`src/rtl/sprite_animator.sv`:
```
// Sprite pixel engine: bounding box, mirroring, ROM addressing, palette lookup and
// transparency keying with a fixed 3-cycle pixel latency, plus a frame-stepping animation FSM.
module sprite_animator #(
    parameter int SPR_W  = 64,
    parameter int SPR_H  = 96,
    parameter int FRAMES = 4,
    parameter int IDX_W  = 3,
    parameter int HOLD   = 6,
    parameter int X_W    = 10,
    parameter int ADDR_W = $clog2(FRAMES*SPR_W*SPR_H)
) (
    input  logic              vga_clk,
    input  logic              reset_n,
    input  logic              frame_start,
    input  logic [X_W-1:0]    draw_x,
    input  logic [X_W-1:0]    draw_y,
    input  logic [X_W-1:0]    spr_x,
    input  logic [X_W-1:0]    spr_y,
    input  logic              flip_h,
    input  logic              play,
    input  logic              loop,
    output logic              busy,
    output logic              done,
    output logic [ADDR_W-1:0] rom_address,
    input  logic [IDX_W-1:0]  rom_q,
    input  logic              pal_we,
    input  logic [IDX_W-1:0]  pal_windex,
    input  logic [11:0]       pal_wdata,
    input  logic              blank,
    output logic [3:0]        red,
    output logic [3:0]        green,
    output logic [3:0]        blue,
    output logic              opaque
);
    // state  | meaning
    // S_IDLE | not animating, frame_idx holds its last value
    // S_PLAY | stepping frames every HOLD frame_start pulses
    typedef enum logic {S_IDLE = 1'b0, S_PLAY = 1'b1} state_t;

    localparam int FI_W = (FRAMES > 1) ? $clog2(FRAMES) : 1;
    localparam int HC_W = (HOLD > 1) ? $clog2(HOLD) : 1;
    localparam int NPAL = 2**IDX_W;
    localparam logic [ADDR_W-1:0] FRAME_SZ   = ADDR_W'(SPR_W*SPR_H);
    localparam logic [ADDR_W-1:0] ROW_SZ     = ADDR_W'(SPR_W);
    localparam logic [FI_W-1:0]   LAST_FRAME = FI_W'(FRAMES-1);
    localparam logic [HC_W-1:0]   LAST_HOLD  = HC_W'(HOLD-1);
    localparam logic [X_W:0]      W_LIM      = (X_W+1)'(SPR_W);
    localparam logic [X_W:0]      H_LIM      = (X_W+1)'(SPR_H);
    localparam logic [X_W:0]      W_M1       = (X_W+1)'(SPR_W-1);

    state_t          state_q, state_d;
    logic [FI_W-1:0] frame_q, frame_d;
    logic [HC_W-1:0] hold_q, hold_d;
    logic            loop_q, loop_d;
    logic            done_q, done_d;

    logic [X_W-1:0]  sx_q, sx_d, sy_q, sy_d;
    logic            flip_q, flip_d;

    logic [NPAL-1:0][11:0] pal_q, pal_d;

    logic [X_W:0]      dx, dy, col;
    logic              in_box;
    logic [ADDR_W-1:0] rom_address_q, rom_address_d;
    logic              box1_q, box1_d, blank1_q, blank1_d;
    logic              box2_q, box2_d, blank2_q, blank2_d;
    logic [11:0]       rgb_q, rgb_d;
    logic              opaque_q, opaque_d;

    always_ff @(posedge vga_clk or negedge reset_n) begin
        if (!reset_n) begin
            state_q <= S_IDLE;
            frame_q <= '0;
            hold_q  <= '0;
            loop_q  <= 1'b0;
            done_q  <= 1'b0;
        end else begin
            state_q <= state_d;
            frame_q <= frame_d;
            hold_q  <= hold_d;
            loop_q  <= loop_d;
            done_q  <= done_d;
        end
    end

    // play has priority over frame_start so a restart never advances in the same cycle
    always_comb begin
        state_d = state_q;
        frame_d = frame_q;
        hold_d  = hold_q;
        loop_d  = loop_q;
        done_d  = 1'b0;
        if (play) begin
            state_d = S_PLAY;
            frame_d = '0;
            hold_d  = '0;
            loop_d  = loop;
        end else if (state_q == S_PLAY && frame_start) begin
            if (hold_q != LAST_HOLD) begin
                hold_d = hold_q + 1'b1;
            end else begin
                hold_d = '0;
                if (frame_q != LAST_FRAME) begin
                    frame_d = frame_q + 1'b1;
                end else if (loop_q) begin
                    frame_d = '0;
                end else begin
                    state_d = S_IDLE;
                    done_d  = 1'b1;
                end
            end
        end
    end

    always_comb begin
        busy = (state_q == S_PLAY);
        done = done_q;
    end

    always_comb begin
        sx_d   = sx_q;
        sy_d   = sy_q;
        flip_d = flip_q;
        if (frame_start) begin
            sx_d   = spr_x;
            sy_d   = spr_y;
            flip_d = flip_h;
        end
        pal_d = pal_q;
        if (pal_we) begin
            pal_d[pal_windex] = pal_wdata;
        end
    end

    // one extra bit makes positions left of / above the sprite wrap high and fail the box test
    always_comb begin
        dx     = {1'b0, draw_x} - {1'b0, sx_q};
        dy     = {1'b0, draw_y} - {1'b0, sy_q};
        in_box = (dx < W_LIM) && (dy < H_LIM);
        col    = flip_q ? (W_M1 - dx) : dx;
        rom_address_d = '0;
        if (in_box) begin
            rom_address_d = ADDR_W'(frame_q) * FRAME_SZ + ADDR_W'(dy) * ROW_SZ + ADDR_W'(col);
        end
        box1_d   = in_box;
        blank1_d = blank;
        box2_d   = box1_q;
        blank2_d = blank1_q;
        rgb_d    = '0;
        opaque_d = 1'b0;
        if (blank2_q && box2_q && rom_q != '0) begin
            rgb_d    = pal_q[rom_q];
            opaque_d = 1'b1;
        end
    end

    always_ff @(posedge vga_clk or negedge reset_n) begin
        if (!reset_n) begin
            sx_q          <= '0;
            sy_q          <= '0;
            flip_q        <= 1'b0;
            pal_q         <= '0;
            rom_address_q <= '0;
            box1_q        <= 1'b0;
            blank1_q      <= 1'b0;
            box2_q        <= 1'b0;
            blank2_q      <= 1'b0;
            rgb_q         <= '0;
            opaque_q      <= 1'b0;
        end else begin
            sx_q          <= sx_d;
            sy_q          <= sy_d;
            flip_q        <= flip_d;
            pal_q         <= pal_d;
            rom_address_q <= rom_address_d;
            box1_q        <= box1_d;
            blank1_q      <= blank1_d;
            box2_q        <= box2_d;
            blank2_q      <= blank2_d;
            rgb_q         <= rgb_d;
            opaque_q      <= opaque_d;
        end
    end

    assign rom_address = rom_address_q;
    assign red         = rgb_q[11:8];
    assign green       = rgb_q[7:4];
    assign blue        = rgb_q[3:0];
    assign opaque      = opaque_q;

endmodule

```
`config.mk`:
```
export PLATFORM = sky130hd
export DESIGN_NAME = sprite_animator
export DESIGN_NICKNAME = d
export VERILOG_FILES = /design/src/rtl/sprite_animator.sv
export SDC_FILE = /design/constraint.sdc
export NUM_CORES = 1
export LEC_CHECK = 0
export CORE_MARGIN = 5
export CORE_UTILIZATION = 45
export DETAILED_ROUTE_END_ITERATION = 12
export GPL_TIMING_DRIVEN = 1
export PLACE_DENSITY = 0.71
export SETUP_SLACK_MARGIN = 0.4
export SLEW_MARGIN = 20
export SYNTH_ARGS = -nofsm -noshare
export SYNTH_HDL_FRONTEND = slang
export SYNTH_SLANG_ARGS = --single-unit
export TNS_END_PERCENT = 30
```
`constraint.sdc`:
```
create_clock -name vga_clk -period 4.45 [get_ports vga_clk]
set_clock_uncertainty 0.2 [all_clocks]
set_input_delay 0.445 -clock vga_clk [delete_from_list [all_inputs] [get_ports vga_clk]]
set_output_delay 0.445 -clock vga_clk [all_outputs]
set_load 0.01 [all_outputs]
```
==> results by group <==
Logic synthesis
  – Yosys warnings: 0
  – Fraction of post-synthesis cell area in the top cell type by area: 49.53%
  – Cell type with the highest aggregate area in the netlist: sky130_fd_sc_hd__dfrtp_1
  – Yosys reg bits: approximately 160
  – Number of synthesized flops with an enable pin: 0
  – Average cell area after synthesis: 12.77 µm²
  – Sequential area share after synthesis: just under 50%
  – Netlist area before placement: 7931 µm²
  – Commonest register cell after synthesis: sky130_fd_sc_hd__dfrtp_1
  – Top post-synthesis cells by area: sky130_fd_sc_hd__dfrtp_1, sky130_fd_sc_hd__mux2_2, sky130_fd_sc_hd__mux4_2
  – Async set or reset register ratio after synthesis: 100.0%
  – Netlist cell types: between 50 and 60
  – Post-Synthesis Net Count: between 700 and 800
  – Number of standard cells after synthesis: between 600 and 700

Route
  – Number of design rule violations left after detail routing: 0
  – 1st-pass router iterations: 5
  – Count of nets left with antenna violations after detail routing: 0
  – DR vias: 5209
  – Drt initial violations: ~280
  – Vias per inst: between 5 and 6
  – Average wire per cell in the routed design: between 15 and 20 µm
  – Total detailed-routing wirelength: about 17000 µm

GRT
  – Maximum number of pins on one net before global-route repair: 116
  – Global route total overflow: 0
  – Number of antenna violations at the first check in global routing: 0
  – Total global-route track usage: between 10% and 20%
  – Via count of the first global-routing pass: 5573
  – Global-route wire length before repair: 28860 µm

Floorplan
  – Initial core utilization: around 46%
  – Full die area: 20380 µm²
  – Area inside the core boundary: roughly 17000 µm²
  – Die width: between 100 and 150 µm
  – Die extent in y: around 140 µm
  – Ports: 96
  – Row cnt: between 40 and 50

Worst hold path
  – Class of the most critical hold timing path: in2async

Placement
  – Number of port buffers: 95
  – HPWL after DPL: ~11000 µm
  – Cell total after placement: between 900 and 1k
  – Last weighted congestion value of the routability-driven placer: between 0.8 and 0.9

Clock network
  – Root buffer selected by CTS: sky130_fd_sc_hd__clkbuf_16
  – Number of clock buffers inserted by TritonCTS: 17
  – Number of levels the H-tree was split into: 4
  – TritonCTS clock tree: built
  – Clock-pin slew of the registers on the worst-case setup and hold paths: ~0.060 ns
  – Clk Latency, worst-skew pair: between 0.4 and 0.5 ns
  – Clock sink count: roughly 160
  – Max Root-Sink Buffers: 2
  – Post-CTS Hold Buffers: 0

Timing
  – Unrepaired setup endpoints after global routing: no
  – Number of pins exceeding their max-slew limit in the final report: 0
  – Count of final hold-check violations: slightly below 90
  – Summed negative setup slack over all endpoints: 0 ns
  – Slew headroom: a little over a third
  – Clock period minus final worst setup slack: slightly below 4 ns
  – Setup violation total in the final timing report: 0
  – Final-layout worst hold slack: -0.05451 ns
  – Least-Margin Pin Slew: approximately 0.96 ns
  – Share of the clock period used by the worst path after layout: 86.41%
  – Max Clk Rate: 0.2601 GHz

Setup path
  – CP max FO: 5
  – CP endpoint kind: flop
  – Crit path arrival time: between 3 and 4 ns
  – Worst endpoint required time: approximately 4.5 ns
  – Critical path launch point type: primary input
  – Start-to-end type of the worst setup path: in2reg
  – Launch instance of the worst register-to-register path: sx_q[3]$_DFFE_PN0P_
  – R2R cell count: 18
  – R2R Path End: rom_address[13]$_DFF_PN0_
  – Reg-to-reg slack, setup: 0.70 ns

Final layout
  – Layout overhead on the synthesized area: 23.82%
  – Final std cells w/o fill: 960
  – Net total in the final layout: a little over 800
  – Ratio of cells with drive above 1 in the final layout: between 20% and 30%
  – Post-route core utilization: between 50 and 60%
  – Ant diodes: 0

Run
  – Max-capacitance violation count: 0

Pwr
  – Maximum VDD drop: between 0.0002 and 0.0003 V
  – Power per unit of standard cell area: 447.8 nW/µm²
  – Total power draw: 0.004398 W
  – Static leakage: 4.235 nW

Status
  – Result of the run: finished with violations
  – Violated checks: negative hold slack
## layer usage
layer	up-vias	track usage (%)	part of all wire (%)
met2	129	30.09	51
met1	2627	22.91	43
met4	0	3.552	1.0
li1	2437	-	-
met3	16	5.191	5.3
met5	-	0	0
## cells in the mapped netlist (8+ instances only)
master	instances
sky130_fd_sc_hd__dfrtp_1	157
sky130_fd_sc_hd__mux2_2	101
sky130_fd_sc_hd__inv_1	35
sky130_fd_sc_hd__ha_1	32
sky130_fd_sc_hd__nand2_1	30
sky130_fd_sc_hd__nor2_1	30
sky130_fd_sc_hd__o21ai_0	26
sky130_fd_sc_hd__mux4_2	24
sky130_fd_sc_hd__xnor2_1	17
sky130_fd_sc_hd__a21oi_1	15
sky130_fd_sc_hd__clkbuf_1	15
sky130_fd_sc_hd__mux2i_1	12
sky130_fd_sc_hd__nand3_1	11
sky130_fd_sc_hd__xor2_1	11
sky130_fd_sc_hd__nor4_2	8
## power breakdown
group          leakage (nW)  switching, W  internal (W)
combinational          1.96      0.000509      0.000549
sequential             1.95      0.000107       0.00164
clock                 0.322      0.000630      0.000962
## layout by cell type (no fill, tap or decap), types with 5 or more instances in the layout
cell type	n
sky130_fd_sc_hd__o21ai_0	25
sky130_fd_sc_hd__nor2_1	30
sky130_fd_sc_hd__a21oi_1	14
sky130_fd_sc_hd__inv_1	35
sky130_fd_sc_hd__nand3_1	11
sky130_fd_sc_hd__nor4_1	6
sky130_fd_sc_hd__mux2_2	101
sky130_fd_sc_hd__mux4_2	24
sky130_fd_sc_hd__xnor2_1	16
sky130_fd_sc_hd__clkbuf_16	17
sky130_fd_sc_hd__mux2i_1	12
sky130_fd_sc_hd__xor2_1	10
sky130_fd_sc_hd__dfrtp_1	157
sky130_fd_sc_hd__nand2_1	30
sky130_fd_sc_hd__nor3_1	6
sky130_fd_sc_hd__ha_1	31
sky130_fd_sc_hd__nand2b_1	6
sky130_fd_sc_hd__o211ai_1	5
sky130_fd_sc_hd__nor4_2	8
sky130_fd_sc_hd__buf_4	15
sky130_fd_sc_hd__clkdlybuf4s50_1	94
sky130_fd_sc_hd__inv_8	5
## sequential cells by signal, indices dropped and copies added (netlist names)
register     count
pal_q           96
rom_address     15
rgb_q           12
sx_q            10
sy_q            10
hold_q           3
frame_q          2
blank1_q         1
blank2_q         1
box1_q           1
box2_q           1
busy             1
done             1
flip_q           1
loop_q           1
opaque           1
## metrics by stage
stage                     worst slack [ns]  area [µm²]
after CTS                           0.4793        9757
after floorplan                     0.7928        7931
after global routing                0.3345        9821
after global placement              0.1674        9110
final                               0.6046        9821
after detailed placement           0.07523        9110
## cell type report
class / instances / area, µm²
inverters: 35 / 131.4
fillers: 1398 / 7476
clock inverters: 15 / 221.5
clock buffers: 17 / 425.4
multi-input cells: 401 / 3765
flip-flops and latches: 157 / 3929
repair buffers: 110 / 1067
well taps: 225 / 281.5
## kinds of logic (layout without fill, tap and decap cells)
family,after synthesis,after routing,share of synthesized area [%]
buf+inv,63,177,3.581
xor+xnor,28,28,3.092
simple gates,120,120,8.503
compound gates,81,81,6.815
fa+ha+maj,35,35,5.805
flops,157,157,49.53
mux,137,137,22.67
## what timing repair did
action | in CTS | in global routing
resized for setup | 0 | 10
setup buffers | 0 | 2
endpoints found under the setup margin | 0 | 4
## critical path, cell delays in order
cell and delay (ns):
sky130_fd_sc_hd__clkdlybuf4s50_1 0.40, sky130_fd_sc_hd__inv_1 0.06, sky130_fd_sc_hd__ha_1 0.15, sky130_fd_sc_hd__inv_1 0.05
sky130_fd_sc_hd__fa_1 0.39, sky130_fd_sc_hd__nand3_1 0.13, sky130_fd_sc_hd__a21oi_1 0.13, sky130_fd_sc_hd__o31ai_2 0.31
sky130_fd_sc_hd__o31a_1 0.32, sky130_fd_sc_hd__o31ai_1 0.13, sky130_fd_sc_hd__xnor2_1 0.17, sky130_fd_sc_hd__ha_1 0.39
sky130_fd_sc_hd__nand3_1 0.10, sky130_fd_sc_hd__o211ai_1 0.26, sky130_fd_sc_hd__o21ai_1 0.11, sky130_fd_sc_hd__a21oi_1 0.18
sky130_fd_sc_hd__xnor2_1 0.15, sky130_fd_sc_hd__nor4_2 0.05
## how the worst max path moves through the flow
stage | cells after the start | to | slack, ns | from
after detailed placement | 20 | rom_address[14]$_DFF_PN0_ | 0.08 | draw_x[0]
after floorplan | 19 | rom_address[14]$_DFF_PN0_ | 0.79 | draw_x[0]
after global routing | 21 | rom_address[13]$_DFF_PN0_ | 0.33 | draw_x[0]
final | 18 | rom_address[13]$_DFF_PN0_ | 0.60 | draw_x[0]
after CTS | 17 | rom_address[14]$_DFF_PN0_ | 0.48 | draw_x[3]
after global placement | 20 | rom_address[14]$_DFF_PN0_ | 0.17 | draw_x[0]
(Power assumes the default switching activity.)
